**src/rtl/pipeline_hazard_ctrl.sv**
```systemverilog
// Hazard controller for a 5-stage pipeline: load-use stall, branch flush, E-stage
// forwarding selects, a data-memory wait/timeout FSM and saturating performance counters.
module pipeline_hazard_ctrl #(
   parameter int TIMEOUT = 16,
   parameter int CNT_W   = 32
) (
   input  logic             clk,
   input  logic             rst,
   input  logic [4:0]       Rs1D,
   input  logic [4:0]       Rs2D,
   input  logic [4:0]       Rs1E,
   input  logic [4:0]       Rs2E,
   input  logic [4:0]       RdE,
   input  logic [4:0]       RdM,
   input  logic [4:0]       RdW,
   input  logic             RegWriteM,
   input  logic             RegWriteW,
   input  logic             ResultSrcE,
   input  logic             PCSrcE,
   input  logic             MemReqM,
   input  logic             MemReadyM,
   output logic             StallF,
   output logic             StallD,
   output logic             StallE,
   output logic             StallM,
   output logic             FlushD,
   output logic             FlushE,
   output logic             FlushW,
   output logic [1:0]       ForwardAE,
   output logic [1:0]       ForwardBE,
   output logic             MemErr,
   output logic [CNT_W-1:0] StallCnt,
   output logic [CNT_W-1:0] FlushCnt
);

   localparam int WCNT_W = (TIMEOUT > 1) ? $clog2(TIMEOUT) : 1;
   localparam logic [WCNT_W-1:0] WCNT_LAST = WCNT_W'(TIMEOUT - 1);

   typedef enum logic [1:0] {
      S_RUN  = 2'd0,
      S_WAIT = 2'd1,
      S_ERR  = 2'd2
   } state_t;

   state_t            r_state;
   state_t            w_state_nxt;
   logic [WCNT_W-1:0] r_wait_cnt;
   logic              r_mem_err;
   logic [CNT_W-1:0]  r_stall_cnt;
   logic [CNT_W-1:0]  r_flush_cnt;

   logic              w_mem_stall;
   logic              w_lw_stall;
   logic              w_freeze;

   assign w_mem_stall = MemReqM & ~MemReadyM;
   assign w_lw_stall  = ResultSrcE & (RdE != 5'd0) & ((Rs1D == RdE) | (Rs2D == RdE));

   // State register plus the wait counter, error flag and performance counters.
   // NOTE: sequential state uses non-blocking assignments so every register samples pre-edge values.
   always_ff @(posedge clk) begin
      if (rst) begin
         r_state     <= S_RUN;
         r_wait_cnt  <= '0;
         r_mem_err   <= 1'b0;
         r_stall_cnt <= '0;
         r_flush_cnt <= '0;
      end else begin
         r_state <= w_state_nxt;
         if (r_state == S_RUN)
            r_wait_cnt <= '0;
         else if (r_state == S_WAIT)
            r_wait_cnt <= r_wait_cnt + 1'b1;
         if (w_state_nxt == S_ERR)
            r_mem_err <= 1'b1;
         if ((StallF | StallD | StallM) && (r_stall_cnt != '1))
            r_stall_cnt <= r_stall_cnt + 1'b1;
         if (FlushD && (r_flush_cnt != '1))
            r_flush_cnt <= r_flush_cnt + 1'b1;
      end
   end

   // NOTE: every combinational output gets a default first so no latch is inferred.
   always_comb begin
      w_state_nxt = r_state;
      case (r_state)
         S_RUN:  if (w_mem_stall) w_state_nxt = S_WAIT;
         S_WAIT: begin
            if (MemReadyM)
               w_state_nxt = S_RUN;
            else if (r_wait_cnt == WCNT_LAST)
               w_state_nxt = S_ERR;
         end
         S_ERR:  w_state_nxt = S_ERR;
         default: w_state_nxt = S_RUN;
      endcase
   end

   // Freeze overrides branch flushes; a held PCSrcE is applied once the freeze lifts.
   always_comb begin
      w_freeze = w_mem_stall | (r_state == S_ERR);
      StallF   = w_lw_stall;
      StallD   = w_lw_stall;
      StallE   = 1'b0;
      StallM   = 1'b0;
      FlushD   = PCSrcE;
      FlushE   = w_lw_stall | PCSrcE;
      FlushW   = 1'b0;
      if (w_freeze) begin
         StallF = 1'b1;
         StallD = 1'b1;
         StallE = 1'b1;
         StallM = 1'b1;
         FlushD = 1'b0;
         FlushE = 1'b0;
         FlushW = 1'b1;
      end
   end

   always_comb begin
      ForwardAE = 2'b00;
      ForwardBE = 2'b00;
      if (RegWriteM && (RdM != 5'd0) && (RdM == Rs1E))
         ForwardAE = 2'b10;
      else if (RegWriteW && (RdW != 5'd0) && (RdW == Rs1E))
         ForwardAE = 2'b01;
      if (RegWriteM && (RdM != 5'd0) && (RdM == Rs2E))
         ForwardBE = 2'b10;
      else if (RegWriteW && (RdW != 5'd0) && (RdW == Rs2E))
         ForwardBE = 2'b01;
   end

   assign MemErr   = r_mem_err;
   assign StallCnt = r_stall_cnt;
   assign FlushCnt = r_flush_cnt;

endmodule

```
**config.mk**
```make
export PLATFORM = sky130hd
export DESIGN_NAME = pipeline_hazard_ctrl
export DESIGN_NICKNAME = d
export VERILOG_FILES = /design/src/rtl/pipeline_hazard_ctrl.sv
export SDC_FILE = /design/constraint.sdc
export NUM_CORES = 1
export LEC_CHECK = 0
export ABC_AREA = 1
export BUFFER_PORTS_ARGS = -buffer_cell sky130_fd_sc_hd__buf_4
export CELL_PAD_IN_SITES_DETAIL_PLACEMENT = 1
export CELL_PAD_IN_SITES_GLOBAL_PLACEMENT = 1
export CORE_MARGIN = 5
export CORE_UTILIZATION = 39
export CTS_CLUSTER_SIZE = 30
export DETAILED_ROUTE_END_ITERATION = 6
export GPL_TIMING_DRIVEN = 0
export PLACE_DENSITY_LB_ADDON = 0.1
export SKIP_CTS_REPAIR_TIMING = 1
export SYNTH_ARGS = -nofsm -noshare
export SYNTH_HDL_FRONTEND = slang
export SYNTH_SLANG_ARGS = --single-unit
```
**constraint.sdc**
```tcl
create_clock -name clk -period 4.3 [get_ports clk]
set_input_delay 0.215 -clock clk [delete_from_list [all_inputs] [get_ports clk]]
set_output_delay 0.215 -clock clk [all_outputs]
set_load 0.005 [all_outputs]
```
==> results of run 1 <==
-- per-layer routing --
metal	up-vias	wire length, um	part of all wire	GRT usage
met3	19	477	0.030	0.0509
met4	0	308	0.019	0.0608
li1	2705	-	-	-
met5	-	0	0	0
met2	84	8790	0.55	0.451
met1	2557	6440	0.40	0.240
-- registers in the layout, summed over array words and instances (netlist names) --
register    count
FlushCnt       32
StallCnt       32
r_state         2
r_wait_cnt      4
MemErr          1
-- cell usage after synthesis --
master    instances
nand2_1         240
nor2_1          122
inv_1            74
dfxtp_1          71
a21oi_1          62
nand3_1          58
nor3_1           23
xor2_1           23
xnor2_1          16
nand4_1          14
buf_2            11
nor2_2           10
nand3b_1          7
o21ai_0           7
buf_4             4
buf_6             4
clkbuf_1          4
ha_1              3
nor3_2            3
o21ai_1           3
inv_2             2
nand2_2           2
nor2_4            2
a31oi_1           1
nand2_4           1
nand3_2           1
nand3_4           1
o21ai_2           1
o41ai_1           1
or2_2             1
-- power groups by stage --
stage	registers [uW]	logic (uW)	clock network (uW)
after floorplan	682	91.5	0
after global placement	683	166	0
after detailed placement	683	176	0
after CTS	669	176	701
after global routing	670	193	727
final	669	175	678
-- worst reg2reg max path: stages (launching register included) --
cell,delay [ns]
dfxtp_1,0.42
ha_1,0.25
inv_1,0.12
nor2_4,0.21
nand2_2,0.12
nor2_4,0.20
nand3_2,0.14
nand2_4,0.13
inv_2,0.09
buf_2,0.22
nand2_1,0.09
a21oi_1,0.06
-- final cells by class --
type,count,area (um^2)
Fill cell,1663,5890
Multi-Input combinational cell,602,2840
Sequential cell,71,1420
Timing Repair Buffer,118,886
Inverter,76,285
Clock buffer,14,254
Tap cell,147,184
Buffer,23,145
Clock inverter,1,5.00
-- kinds of logic (layout without fill, tap and decap cells) --
| family | count (synthesis) | after routing |
|---|---|---|
| buffers and inverters | 99 | 232 |
| adder cells (fa/ha/maj) | 3 | 3 |
| AO/OA/AOI/OAI | 75 | 75 |
| AND/OR/NAND/NOR | 485 | 485 |
| flip-flops | 71 | 71 |
| XOR/XNOR | 39 | 39 |
-- metrics by stage --
| stage | total power (uW) | std cells |
|---|---|---|
| finish | 1520 | 1052 |
| global route | 1590 | 1052 |
| CTS | 1550 | 1052 |
| detailed placement | 859 | 1037 |
| global placement | 849 | 1037 |
| floorplan | 773 | 772 |
-- placed cells by master (no fill, tap or decap), drive strengths merged --
cell type	count
a21oi	62
nand3	60
xor2	23
o41ai	1
nand4	14
nand2	243
nand3b	7
or2	1
dfxtp	71
inv	76
ha	3
a31oi	1
clkbuf	18
o21ai	11
nor2	134
xnor2	16
nor3	26
clkinv	1
buf	137
-- worst min path at each step --
stage,startpoint,endpoint,slack [ns],cells after the start
2_1_floorplan,MemReadyM,r_state[0],0.40,3
6_report,MemReadyM,r_state[0],0.17,4
4_1_cts,MemReadyM,r_state[0],0.16,4
3_3_place_gp,MemErr,MemErr,0.47,2
5_1_grt,MemReadyM,r_state[0],0.22,4
3_5_place_dp,MemErr,MemErr,0.49,2
==> results.yml, run 1 <==
cts:
  cts.sink_count: 71
  cts_buffer_depth: 2
  cts_tree: "yes"
  numCtsBuffers: 9
  clk_pin_slew_worst_paths_ns: 0.05
  root_buffer: "clkbuf_16"
  cts_max_level: 3
  clkLatencyLatePin_ns: 0.34
status:
  outcome: "finished, final reports clean"
worst_setup_path:
  r2r-start: "FlushCnt[1]"
  startpoint: "FlushCnt[1]"
  cp_num_cells: 11
  worstRegToRegCells: 11
  crit_family: "simple AND/OR/NAND/NOR gates"
  ff2ff_setup_slack_ns: 2.11
  path_cells: "ha_1, inv_1, nor2_4, nand2_2, nor2_4, nand3_2, nand2_4, inv_2, buf_2, nand2_1, a21oi_1"
  criticalPathCategory: "reg -> reg"
  crit_path_start_kind: "register"
  arrival_ns: 2.38
  crit_path_max_fanout: 10
  crit_buf_inv: 3
  crit_path_end_kind: "register"
  endpoint: "FlushCnt[25]"
  crit_path_frequent_cell: "nor2_4"
  crit_slowest_cell: "dfxtp_1"
  cpPeakStageDelay_ns: 0.42
  rr_endpoint: "FlushCnt[25]"
  required_ns: 4.50
timing:
  rsz0062_at_grt: "no"
  clock_skew_ns: 0.00467
  hold_viol: 0
  finalCriticalPeriod_ns: 2.19
  tightest_slew_ns: 0.554
  finalCritPeriodShare: 0.508
  slew_viol_final: 0
  setup_viol: 0
  finalSetupTns_ns: 0
  fmax_ghz: 0.458
  maxSlewHeadroom: 0.631
  worst_slack_ns: 2.11
  holdWs_ns: 0.167
pwr:
  powerDensity_mw_per_mm2: 253
  p_int_uw: 1140
  clkPwrFrac: 0.446
  leakage_uw: 0.00258
  ir_worst_vdd_mv: 0.219
  p_seq_frac: 0.440
  power_frac_comb: 0.115
  switchingPower_uw: 379
  switching_share: 0.249
synth:
  synth_cells: 772
  synth_top_area_share: 0.303
  yosysSeqAreaShare: 0.303
  yosys.area_share.simple: 0.443
  syn_area_mm2: 0.00469
  synthXorXnorAreaFrac: 0.0728
  synth.area.mux_share: 0
  synth_top_family_by_area: "simple AND/OR/NAND/NOR gates"
  syn_nets: 818
  synth-compound-area-share: 0.0819
  syn_avg_cell_area_um2: 6.08
  synth_top_cell_by_area: "dfxtp_1"
  synth_area_leaders: "dfxtp_1, nand2_1, nor2_1, a21oi_1, nand3_1"
  ys_types: 30
  ys_seq_elements: 71
  ys_warn_count: 0
  synth_fa_ha_area_frac: 0.00800
detailed_routing:
  firstDrtPassIters: 4
  ant_nets: 0
  drt_iter0_markers: 153
  vias_per_cell: 5.10
  wl_per_cell_um: 15.2
  num_vias: 5365
  drc: 0
  routed_wl_mm: 16.0
final_layout:
  post-route-util: 0.505
  area_growth_pct: 28.3
  drive_gt1_frac: 0.190
  post-route-cell-area_mm2: 0.00602
  layout.nets: 947
  antennaDiodeCount: 0
min_path:
  hold_class: "in -> reg"
job:
  cap_violations: 0
placed_design:
  place_area_mm2: 0.00576
  dp_hpwl_mm: 13.0
  portBuffers: 118
  globalplace.congestion: 0.904
  pre_cts_ws_ns: 2.13
die:
  num_rows: 40
  die_w_um: 120
  initial_core_util: 0.394
  fp.dieArea_mm2: 0.0143
  ios: 119
  die_y_um: 120
  core-area_mm2: 0.0119
grt:
  gr-usage-all-layers: 0.228
  grt_pass1_wl_mm: 27.0
  grt.overflow.total: 0
  antenna_found_initial: 0
  grt_pass1_vias: 5795
  grt_start_max_net_pins: 12
(Power assumes the default switching activity.)
==> run 2, diff against run 1 <==
--- a/config.mk
+++ b/config.mk
@@ -10,7 +10,7 @@
 export CELL_PAD_IN_SITES_DETAIL_PLACEMENT = 1
 export CELL_PAD_IN_SITES_GLOBAL_PLACEMENT = 1
 export CORE_MARGIN = 5
-export CORE_UTILIZATION = 39
+export CORE_UTILIZATION = 36
 export CTS_CLUSTER_SIZE = 30
 export DETAILED_ROUTE_END_ITERATION = 6
 export GPL_TIMING_DRIVEN = 0
==> constraint.sdc (replaced) <==
create_clock -name clk -period 2.1 [get_ports clk]
set_input_delay 0.105 -clock clk [delete_from_list [all_inputs] [get_ports clk]]
set_output_delay 0.105 -clock clk [all_outputs]
set_load 0.005 [all_outputs]
==> run 2 against run 1 <==
Die area grew 7.6%. Design area grew 1.9%. Via count shrank 0.60%. Worst setup slack lost 2.0 ns. Worst hold slack lost 0.10 ns. Cell count grew 2.6%. Critical path type is now reg -> out. Highest routed layer unchanged.
==> results.yml, run 2 (same netlist as run 1, synthesis figures left out) <==
status:
  outcome: "finished, final reports clean"
timing:
  finalSetupTns_ns: 0
  clock_skew_ns: 0.00648
  finalCriticalPeriod_ns: 1.97
  finalCritPeriodShare: 0.936
  holdWs_ns: 0.0660
  hold_viol: 0
  maxSlewHeadroom: 0.614
  slew_viol_final: 0
  tightest_slew_ns: 0.580
  worst_slack_ns: 0.135
  fmax_ghz: 0.509
  setup_viol: 0
pwr:
  ir_worst_vdd_mv: 0.391
  leakage_uw: 0.00260
  power_frac_comb: 0.108
  p_int_uw: 2460
  switchingPower_uw: 810
  switching_share: 0.247
  clkPwrFrac: 0.473
  powerDensity_mw_per_mm2: 534
  p_seq_frac: 0.419
cts:
  numCtsBuffers: 9
  cts_max_level: 3
  cts.sink_count: 71
  clk_pin_slew_worst_paths_ns: 0.06
  cts_buffer_depth: 2
  cts_tree: "yes"
  root_buffer: "clkbuf_16"
  clkLatencyLatePin_ns: 0.34
worst_setup_path:
  r2r-start: "FlushCnt[0]"
  worstRegToRegCells: 11
  rr_endpoint: "FlushCnt[25]"
  crit_path_start_kind: "register"
  ff2ff_setup_slack_ns: 0.16
  criticalPathCategory: "reg -> out"
  crit_path_max_fanout: 11
  cp_num_cells: 8
  cpPeakStageDelay_ns: 0.41
  crit_path_end_kind: "output port"
  crit_family: "buffers and inverters"
  path_cells: "inv_1, o21ai_4, inv_1, nand2_1, buf_2, buf_4, buf_4, buf_4"
  crit_path_frequent_cell: "buf_4"
  crit_buf_inv: 6
  required_ns: 2.00
  arrival_ns: 1.86
  crit_slowest_cell: "dfxtp_1"
job:
  cap_violations: 0
min_path:
  hold_end: "r_state[0]"
  hold_class: "in -> reg"
  hold_path_depth: 4
  hp-start: "MemReadyM"
final_layout:
  layout_commonest_cell: "nand2_1"
  final_cell_mix: "nand2_1, buf_4, nor2_1"
  drive_gt1_frac: 0.203
  fill_cells: 1798
  finalNonFillerCells: 1079
  antennaDiodeCount: 0
  area_growth_pct: 30.7
  layout.nets: 948
placed_design:
  pre_cts_ws_ns: -0.0516
  portBuffers: 118
  globalplace.congestion: 0.864
  dp_hpwl_mm: 12.9
  dp.cells: 1062
detailed_routing:
  drt_iter0_markers: 168
  vias_per_cell: 4.94
  routed_wl_mm: 16.1
  wl_per_cell_um: 14.9
  drc: 0
  num_vias: 5333
  firstDrtPassIters: 4
  ant_nets: 0
grt:
  grt_pass1_vias: 5637
  grt.met1_usage: 0.233
  grtUsageMet3: 0.0472
  gr-usage-all-layers: 0.216
  grt_start_max_net_pins: 12
  grt.overflow.total: 0
  antenna_found_initial: 0
  grt_use_met2: 0.416
  grt-busiest-layer: "met2"
  grt_pass1_wl_mm: 26.5
die:
  core-area_mm2: 0.0127
  ios: 119
  num_rows: 41
  die_y_um: 124
  fp.dieArea_mm2: 0.0154
  die_w_um: 124
  initial_core_util: 0.369
-- run 2: changes by cell type in the layout (fill, tap and decap cells not counted), sizes merged --
cell    previous run  this run
clkinv             1         3
bufinv             0         1
clkbuf            18        17
-- run 2: routing by layer --
metal	up-vias	wire length (um)
met3	33	555
li1	2698	-
met1	2510	6520
met5	-	0
met2	92	8650
met4	0	382
-- run 2: final cells by class --
class / count / area [um^2] / share of cell area
timing repair buffer: 119 / 893 / 0.146
clock inverter: 4 / 45.0 / 0.00734
buffer: 23 / 148 / 0.0241
sequential: 71 / 1430 / 0.233
clock buffer: 12 / 246 / 0.0402
tap: 172 / 215 / 0.0351
inverter: 76 / 285 / 0.0465
multi-input combinational: 602 / 2880 / 0.469
-- run 2: power groups by stage --
| stage | Sequential, uW | Clock, uW | Combinational [uW] |
|---|---|---|---|
| floorplan | 1400 | 0 | 187 |
| global placement | 1400 | 0 | 342 |
| detailed placement | 1400 | 0 | 357 |
| CTS | 1370 | 1580 | 359 |
| global route | 1370 | 1640 | 396 |
| finish | 1370 | 1550 | 355 |
-- run 2: per-stage QoR --
| step | cell area [um^2] | total power, uW | utilization |
|---|---|---|---|
| 6_report | 6130 | 3270 | 0.482 |
| 5_1_grt | 6130 | 3410 | 0.482 |
| 4_1_cts | 6080 | 3310 | 0.478 |
| 3_5_place_dp | 5790 | 1760 | 0.455 |
| 3_3_place_gp | 5790 | 1740 | 0.455 |
| 2_1_floorplan | 4690 | 1580 | - |
-- run 2: worst min-delay path: cells and delay by family --
family,cells,cell delay (ns)
AND/OR/NAND/NOR,3,0.17
buffers and inverters,1,0.09
-- run 2: worst max path at each step --
stage                   endpoint  slack (ns)    startpoint
floorplan           FlushCnt[11]        0.39   FlushCnt[1]
global placement    FlushCnt[27]       0.006   FlushCnt[1]
detailed placement  FlushCnt[25]       -0.05   FlushCnt[1]
CTS                 FlushCnt[25]       -0.07   FlushCnt[1]
global route        FlushCnt[25]       -0.02  FlushCnt[26]
finish                    StallF        0.13    r_state[1]
